--- src/rtl/mmio_led_player.sv ---
// Memory-mapped LED colour player: queues 2-bit colour codes stored by the CPU and plays them with fixed on/gap timing.
// Optional square-wave tone output is enabled by defining LED_PLAYER_TONE_EN.
module mmio_led_player #(
  parameter logic [11:0] ADDR_BASE  = 12'd6,
  parameter int unsigned FIFO_DEPTH = 16,
  parameter int unsigned ON_CYCLES  = 25000000,
  parameter int unsigned OFF_CYCLES = 12500000,
  parameter int unsigned TONE_BASE  = 50000
) (
  input  logic        clock,
  input  logic        reset,
  input  logic        wren,
  input  logic [11:0] address_dmem,
  input  logic [31:0] data,
  output logic [31:0] q_status,
  output logic [3:0]  led,
  output logic        busy
`ifdef LED_PLAYER_TONE_EN
  ,
  output logic        tone
`endif
);

  localparam int unsigned PW        = $clog2(FIFO_DEPTH);
  localparam logic [11:0] ADDR_CMD  = ADDR_BASE + 12'd1;
  localparam logic [6:0]  DEPTH_CNT = 7'(FIFO_DEPTH);
  localparam logic [31:0] ON_LOAD   = 32'(ON_CYCLES - 1);
  localparam logic [31:0] OFF_LOAD  = 32'(OFF_CYCLES - 1);

  typedef enum logic [1:0] {
    IDLE = 2'd0,
    ON   = 2'd1,
    GAP  = 2'd2
  } state_t;

  state_t      state, state_nxt;
  logic [31:0] timer, timer_nxt;
  logic [1:0]  colour, colour_nxt;

  logic [1:0]    mem [FIFO_DEPTH];
  logic [PW-1:0] rd_ptr, wr_ptr;
  logic [6:0]    count;
  logic          overflow;

  logic push_req, cmd_wr, abort, ovf_clr;
  logic empty, full, pop, push_ok;

  assign push_req = wren && (address_dmem == ADDR_BASE);
  assign cmd_wr   = wren && (address_dmem == ADDR_CMD);
  assign abort    = cmd_wr && data[0];
  assign ovf_clr  = cmd_wr && data[1];

  assign empty = (count == '0);
  assign full  = (count == DEPTH_CNT);
  assign pop   = (state == IDLE) && !empty && !abort;
  // A pop in the same cycle frees a slot, so a push onto a full queue still lands.
  assign push_ok = push_req && (!full || pop);

  logic unused_bits;
  assign unused_bits = &{1'b0, data[31:2]};

  always_ff @(posedge clock) begin
    if (push_ok) begin
      mem[wr_ptr] <= data[1:0];
    end
  end

  always_ff @(posedge clock) begin
    if (reset) begin
      rd_ptr   <= '0;
      wr_ptr   <= '0;
      count    <= '0;
      overflow <= 1'b0;
    end else begin
      if (abort) begin
        rd_ptr <= wr_ptr;
        count  <= '0;
      end else begin
        if (push_ok) begin
          wr_ptr <= wr_ptr + 1'b1;
        end
        if (pop) begin
          rd_ptr <= rd_ptr + 1'b1;
        end
        count <= count + 7'(push_ok) - 7'(pop);
      end
      if (push_req && !push_ok) begin
        overflow <= 1'b1;
      end else if (ovf_clr) begin
        overflow <= 1'b0;
      end
    end
  end

`ifdef LED_PLAYER_TONE_EN
  logic [31:0] tone_cnt, tone_cnt_nxt;
  logic        tone_nxt;

  function automatic logic [31:0] tone_reload(input logic [1:0] c);
    return 32'(TONE_BASE) * (32'(c) + 32'd1) - 32'd1;
  endfunction
`else
  logic unused_tone_base;
  assign unused_tone_base = (TONE_BASE != 0);
`endif

  always_ff @(posedge clock) begin
    if (reset) begin
      state  <= IDLE;
      timer  <= '0;
      colour <= '0;
`ifdef LED_PLAYER_TONE_EN
      tone_cnt <= '0;
      tone     <= 1'b0;
`endif
    end else begin
      state  <= state_nxt;
      timer  <= timer_nxt;
      colour <= colour_nxt;
`ifdef LED_PLAYER_TONE_EN
      tone_cnt <= tone_cnt_nxt;
      tone     <= tone_nxt;
`endif
    end
  end

  always_comb begin
    state_nxt  = state;
    timer_nxt  = timer;
    colour_nxt = colour;
`ifdef LED_PLAYER_TONE_EN
    tone_cnt_nxt = tone_cnt;
    tone_nxt     = 1'b0;
`endif
    if (abort) begin
      state_nxt = IDLE;
      timer_nxt = '0;
    end else begin
      case (state)
        IDLE: begin
          if (!empty) begin
            colour_nxt = mem[rd_ptr];
            timer_nxt  = ON_LOAD;
            state_nxt  = ON;
`ifdef LED_PLAYER_TONE_EN
            tone_cnt_nxt = tone_reload(mem[rd_ptr]);
`endif
          end
        end
        ON: begin
          if (timer == '0) begin
            timer_nxt = OFF_LOAD;
            state_nxt = GAP;
          end else begin
            timer_nxt = timer - 32'd1;
`ifdef LED_PLAYER_TONE_EN
            // Tone only runs while lit; it is forced low on the ON->GAP edge.
            if (tone_cnt == '0) begin
              tone_nxt     = ~tone;
              tone_cnt_nxt = tone_reload(colour);
            end else begin
              tone_nxt     = tone;
              tone_cnt_nxt = tone_cnt - 32'd1;
            end
`endif
          end
        end
        GAP: begin
          if (timer == '0) begin
            state_nxt = IDLE;
          end else begin
            timer_nxt = timer - 32'd1;
          end
        end
        default: begin
          state_nxt = IDLE;
          timer_nxt = '0;
        end
      endcase
    end
  end

  assign led  = (state == ON) ? (4'b0001 << colour) : '0;
  assign busy = (state != IDLE) || !empty;

  assign q_status = (address_dmem == ADDR_CMD) ?
                    {21'b0, count, overflow, full, empty, busy} : '0;

endmodule

--- config.mk ---
export PLATFORM = sky130hd
export DESIGN_NAME = mmio_led_player
export DESIGN_NICKNAME = d
export VERILOG_FILES = /design/src/rtl/mmio_led_player.sv
export SDC_FILE = /design/constraint.sdc
export NUM_CORES = 1
export LEC_CHECK = 0
export ABC_AREA = 1
export BUFFER_PORTS_ARGS = -buffer_cell sky130_fd_sc_hd__buf_2
export CAP_MARGIN = 0
export CORE_ASPECT_RATIO = 1.75
export CORE_MARGIN = 4
export CORE_UTILIZATION = 55
export DETAILED_ROUTE_END_ITERATION = 10
export GPL_TIMING_DRIVEN = 0
export PLACE_DENSITY = 0.87
export SETUP_SLACK_MARGIN = 0.02
export SYNTH_ARGS = -nofsm -noshare
export SYNTH_HDL_FRONTEND = slang
export SYNTH_SLANG_ARGS = --single-unit
--- constraint.sdc ---
create_clock -name clock -period 3.1 [get_ports clock]
set_input_delay 0.62 -clock clock [delete_from_list [all_inputs] [get_ports clock]]
set_output_delay 0.62 -clock clock [all_outputs]
set_load 0.005 [all_outputs]
==> results of run 1 <==
==> cell families (layout without fill, tap and decap cells) <==
| kind of cell | Yosys count | count (layout) | synth area share |
|---|---|---|---|
| AO/OA/AOI/OAI | 98 | 98 | 0.120 |
| other | 1 | 21 | 0.000739 |
| adder cells (fa/ha/maj) | 16 | 16 | 0.0409 |
| flip-flops | 84 | 84 | 0.395 |
| AND/OR/NAND/NOR | 365 | 365 | 0.311 |
| buffers and inverters | 110 | 161 | 0.106 |
| XOR/XNOR | 16 | 16 | 0.0276 |
==> cells in the final DEF (no fill, tap or decap), types with 15 or more instances in the layout <==
master    synthesis  routed
a21oi_2          20      20
edfxtp_1         32      32
nand3_1          36      36
nor2_1          133     131
o21ai_0          41      41
inv_1            68      68
nand2_2          15      17
conb_1            1      21
nand2_1         136     133
a21oi_1          20      20
buf_2             7      39
buf_4            21      24
dfxtp_1          52      52
ha_1             15      15
==> layer usage <==
layer / vias up / wire length (µm) / part of all wire
met5: - / 0 / 0
met4: 0 / 956 / 0.072
met3: 75 / 460 / 0.035
met2: 156 / 7540 / 0.57
met1: 2156 / 4340 / 0.33
li1: 2323 / - / -
==> state kept, by name, indices dropped and copies added (netlist names) <==
register / count
mem: 32
colour: 2
rd_ptr: 4
wr_ptr: 4
count: 7
timer: 32
overflow: 1
state: 2
==> final cells by class <==
cell class	count	area, µm²
fillers	762	3250
clock inverters	7	51.3
flip-flops and latches	84	2000
well taps	120	150
repair buffers	35	183
multi-input cells	516	2640
plain buffers	38	265
inverters	72	270
clock buffers	9	225
==> power by group through the flow <==
stage / Sequential [W] / Combinational [W] / Clock, W
floorplan: 0.00141 / 0.00120 / 0
global placement: 0.00144 / 0.00152 / 0
detailed placement: 0.00145 / 0.00159 / 0
CTS: 0.00143 / 0.00161 / 0.00101
global route: 0.00145 / 0.00186 / 0.00105
finish: 0.00143 / 0.00165 / 0.000997
==> tightest hold or removal path, cell delays in order (launching register included) <==
cell and delay [ns]:
dfxtp_1 0.31, nand2_1 0.06, a21oi_1 0.05
==> what timing repair did <==
action                     in CTS  in global routing
pin swaps                       0                  3
buffers inserted                0                  3
gates resized for setup         2                  7
setup endpoints to repair       1                  3
cloned                          0                  0
==> path summary, 6_finish.rpt <==
kind,cells past startpoint,end
setup / recovery,20,count[6]
hold / removal,2,timer[1]
setup reg to reg,17,count[6]
hold reg to reg,2,timer[1]
==> through the flow <==
stage               setup WS [ns]  area, µm²  hold slack (ns)  TNS [ns]  cells
global route               0.0421       5790            0.487         0    881
global placement           -0.175       5460            0.450    -0.175    862
CTS                        0.0533       5740            0.466         0    878
detailed placement         -0.307       5460            0.457    -0.403    862
finish                      0.244       5790            0.467         0    881
floorplan                   0.276       5150            0.438         0    710
==> summary.md, run 1 <==
| Metric | Value |
|---|---|
| Number of global-route vias before repair | 4730 |
| Worst-margin pin slew | 0.576 ns |
| GPL Wtd Cong | 1.01 |
| GR Layer Usage met2 | 0.497 |
| Starting Density | 0.561 |
| Clock sink count | 84 |
| Max Slew Vio Count | 0 |
| Io pins | 84 |
| Routed Antenna Nets | 0 |
| Critical Path AT | 3.13 ns |
| Origin of the worst setup path | address_dmem[11] |
| Pleak | 2.52 nW |
| DR iter-0 viols | 217 |
| Area contributors post-synth | dfxtp_1 (21%), edfxtp_1 (19%), nand2_1 (10%) |
| P_sw | 0.00167 W |
| Clock Power Share | 0.244 |
| CP cell instances | buf_2, nor2_1, nand2_1, nor2_1, nand2_1, inv_2, nand3_4, nand2_4, inv_1, nand2_2, o21ai_0, ha_1, fa_2, nand3_1, nand2_1, nand2_1, nand2_1, a21oi_1, o21bai_1, a21oi_1 |
| Mean post-synth cell area | 7.35 µm² |
| R2R Setup Slk | 0.27 ns |
| Tmin final | 2.86 ns |
| CP max-delay cell | fa_2 |
| Antenna violations before repair | 0 |
| CP bufs+invs | 3 |
| Beginning of the worst hold path | timer[1] |
| Worst Path Required | 3.38 ns |
| Port buffer count | 32 |
| Crit end category | flip-flop |
| CTS tree | yes |
| Library cells used by synthesis | 36 |
| Maxcap violations | 0 |
| CTS buffer count | 9 |
| Met3 Usage GRT | 0.0467 |
| Vias/cell | 5.35 |
| Clock tree buffer depth | 2 |
| Overall power | 0.00408 W |
| Peak Freq | 350 MHz |
| Rows | 46 |
| Max-slew headroom | 0.611 |
| RSZ-0062 raised after global routing | no |
| Critical Path Most Common Cell | nand2_1 |
| Full die area | 0.0109 mm² |
| Max stage delay on crit path | 0.36 ns |
| Hpwl dp | 10.3 mm |
| Top-area cell type share of the netlist area | 0.205 |
| N_diodes | 0 |
| Via count | 4710 |
| GR Util All Layers | 0.254 |
| Layout cells sized above 1 | 0.189 |
| Pre-Repair DR Iteration Count | 5 |
| Critical path class | in2reg |
| Clk_lat worst skew | 0.34 ns |
| Yosys warning total | 0 |
| WL final | 13.3 mm |
| GRT met1 Usage | 0.222 |
| Wire per inst | 15.1 µm |
| FF-to-FF Start | count[2] |
| Final Util | 0.641 |
| Crit-path max FO | 8 |
| Seq/Total Area, Yosys | 0.395 |
| Async SR Flop Fraction | 0 |
| Syn Inst Count | 690 |
| CTS clk-pin slew, worst paths | 0.06 ns |
| Hold-fix buffers, CTS | 0 |
| Internal power component | 0.00241 W |
| Power Density | 705 mW/mm² |
| Logic pwr share | 0.405 |
| Grt ovf | 0 |
| Layout Nets | 819 |
| Final hold violations | 0 |
| Global routing's busiest layer | met2 |
| First-pass GRT wire length | 21.3 mm |
| Area growth from synthesis to layout | 14.1% |
| Worst vdd ir | 0.440 mV |
| FF+latch count, synth | 84 |
| Synth top cells by count | nand2_1 (136), nor2_1 (133), inv_1 (68) |
| Largest net degree at the start of global routing | 18 |
| Sw Share | 0.409 |
| Htree depth | 3 |
| Top FF cell, synth | dfxtp_1 |
| Status | completed |
| Worst setup SP type | input pin |
| Root Driver | clkbuf_16 |
| Most frequent cell after synthesis | nand2_1 |
| EDFF count, synth | 32 |
| Core area | 0.00904 mm² |
| Biggest area consumer among synthesized cells | dfxtp_1 |
| Clk_skew | 0.00704 ns |
| Die width | 80.6 µm |
| Mapped Area | 0.00507 mm² |
| Sequential Power Share | 0.351 |
| Hold Crit Class | reg2reg |
| Largest delay share family, worst path | simple AND/OR/NAND/NOR gates |
| Die height | 135 µm |
| Final setup vio count | 0 |
| Tcrit/Tclk final | 0.921 |
| DR DRC count | 0 |
Power figures use the tool's default switching activity.
==> inputs of run 2 (changes only) <==
REMOVE_ABC_BUFFERS = 1   (was not set)
==> summary.md, run 2 (synthesis results as in run 1) <==
| Metric | Value |
|---|---|
| DR iter-0 viols | 266 |
| Area growth from synthesis to layout | 10.2% |
| N_diodes | 0 |
| Grt ovf | 0 |
| Hold Crit Class | reg2reg |
| Clock tree buffer depth | 2 |
| Port buffer count | 32 |
| DR DRC count | 0 |
| GR Layer Usage met2 | 0.457 |
| CP max-delay cell | fa_1 |
| Tmin final | 2.85 ns |
| Largest net degree at the start of global routing | 34 |
| R2R Path End | count[6] |
| Via count | 4527 |
| Tcrit/Tclk final | 0.918 |
| Sequential cell area | 0.00200 mm² |
| Commonest non-fill, non-tap cells in the layout | nand2_1 (132), nor2_1 (130), inv_1 (67), dfxtp_1 (52), o21ai_0 (40) |
| CP bufs+invs | 1 |
| Core area | 0.00904 mm² |
| CTS buffer count | 9 |
| Status | completed |
| Area of the multi-input gates | 0.00266 mm² |
| R2r worst-path depth | 18 |
| Die height | 135 µm |
| Max stage delay on crit path | 0.41 ns |
| First-pass GRT wire length | 19.9 mm |
| Routed Antenna Nets | 0 |
| GPL Wtd Cong | 0.974 |
| Clk_lat worst skew | 0.35 ns |
| Hold-fix buffers, CTS | 0 |
| Maxcap violations | 0 |
| Commonest non-fill, non-tap cell in the layout | nand2_1 |
| GR Util All Layers | 0.239 |
| Starting Density | 0.561 |
| Worst setup SP type | flip-flop |
| Worst hold endpoint | overflow |
| Pre-Repair DR Iteration Count | 5 |
| Crit-path max FO | 7 |
| Largest regs | mem x32, timer x32, count x7 |
| Max-slew headroom | 0.158 |
| WL final | 12.5 mm |
| Worst hold stages | 2 |
| Vias/cell | 5.36 |
| Max Slew Vio Count | 0 |
| Beginning of the worst hold path | overflow |
| Worst Path Required | 3.38 ns |
| Number of global-route vias before repair | 4516 |
| CTS tree | yes |
| Total Neg Setup Slack | 0 ns |
| R2R Setup Slk | 0.25 ns |
| Crit end category | flip-flop |
| Die width | 80.6 µm |
| Worst-margin pin slew | 1.26 ns |
| Fill cell count | 779 |
| Peak Freq | 351 MHz |
| Final worst slack | 0.255 ns |
| Io pins | 84 |
| Clock sink count | 84 |
| FF-to-FF Start | count[2] |
| Fin Hold WS | 0.476 ns |
| Layout cells sized above 1 | 0.164 |
| Clk_skew | 0.00527 ns |
| Pleak | 2.38 nW |
| Root Driver | clkbuf_16 |
| Wire per inst | 14.8 µm |
| Rows | 46 |
| Htree depth | 3 |
| Critical Path Most Common Cell | nand2_1 |
| Antenna violations before repair | 0 |
| Critical path class | reg2reg |
| Critical Path AT | 3.13 ns |
| Full die area | 0.0109 mm² |
| Worst vdd ir | 0.449 mV |
| Final hold violations | 0 |
| Power Density | 731 mW/mm² |
| Largest delay share family, worst path | simple AND/OR/NAND/NOR gates |
| CTS clk-pin slew, worst paths | 0.07 ns |
| Global routing's busiest layer | met2 |
| CP cell instances | inv_1, ha_1, nand3_1, nor2_4, nor2_2, nand2_8, nand2_1, nand2_2, o21ai_0, ha_1, fa_1, nand3_1, nand2_1, nand2_1, nand2_1, a21oi_2, o21bai_1, a21oi_1 |
| Pre-CTS WS | -0.459 ns |
| Met3 Usage GRT | 0.0260 |
| Layout Nets | 783 |
| Final setup vio count | 0 |
| Hpwl dp | 9.33 mm |
| GRT met1 Usage | 0.215 |
==> run 2: cell types whose count changed in the layout (fill, tap and decap cells not counted), moves of 2 or more <==
cell / before / now
buf_2: 39 / 32
clkinvlp_4: 4 / 2
buf_4: 24 / 5
clkbuf_1: 7 / 0
clkinv_4: 0 / 2
==> run 2: how the worst max path moves through the flow <==
stage                    end  slack, ns  depth (start not counted)              from
finish              count[6]       0.25                         18          count[2]
global route        count[6]      -0.03                         16          count[2]
CTS                 count[6]       0.07                         18          count[2]
detailed placement  count[6]      -0.46                         20   address_dmem[9]
global placement    count[6]      -0.30                         20  address_dmem[11]
floorplan           count[6]       0.12                         19  address_dmem[11]
==> run 2: cell type report <==
class / count / area share
inverters: 72 / 0.0490
flip-flops and latches: 84 / 0.358
clock inverters: 7 / 0.0150
multi-input cells: 516 / 0.475
repair buffers: 37 / 0.0354
clock buffers: 9 / 0.0403
well taps: 120 / 0.0269
==> run 2: power breakdown <==
part	internal, W	switching, W	leakage [nW]
sequential	0.00128	0.000191	0.716
combinational	0.000520	0.000986	1.52
clock	0.000638	0.000465	0.149
==> run 2: routing by layer <==
layer | vias to the layer above | share of wire
li1 | 2247 | -
met1 | 2084 | 0.33
met2 | 133 | 0.56
met3 | 63 | 0.034
met4 | 0 | 0.071
met5 | - | 0
==> run 2: timing repair <==
item | 4_1_cts | 5_1_grt
pin swaps | 0 | 1
gates resized for setup | 3 | 9
setup endpoints to repair | 1 | 1
setup buffers | 0 | 5
==> run 2: worst min-delay path: stages (launching register included) <==
cell	delay, ns
dfxtp_1	0.31
nand2_1	0.06
a21oi_1	0.05
==> run 2: metrics by stage <==
step           instances  instance area (µm²)  power (W)   util
6_report             845                 5590    0.00408  0.619
5_1_grt              845                 5590    0.00436  0.619
4_1_cts              840                 5520    0.00402  0.611
3_5_place_dp         824                 5200    0.00291  0.575
3_3_place_gp         824                 5190    0.00283  0.575
2_1_floorplan        672                 4880    0.00253      -
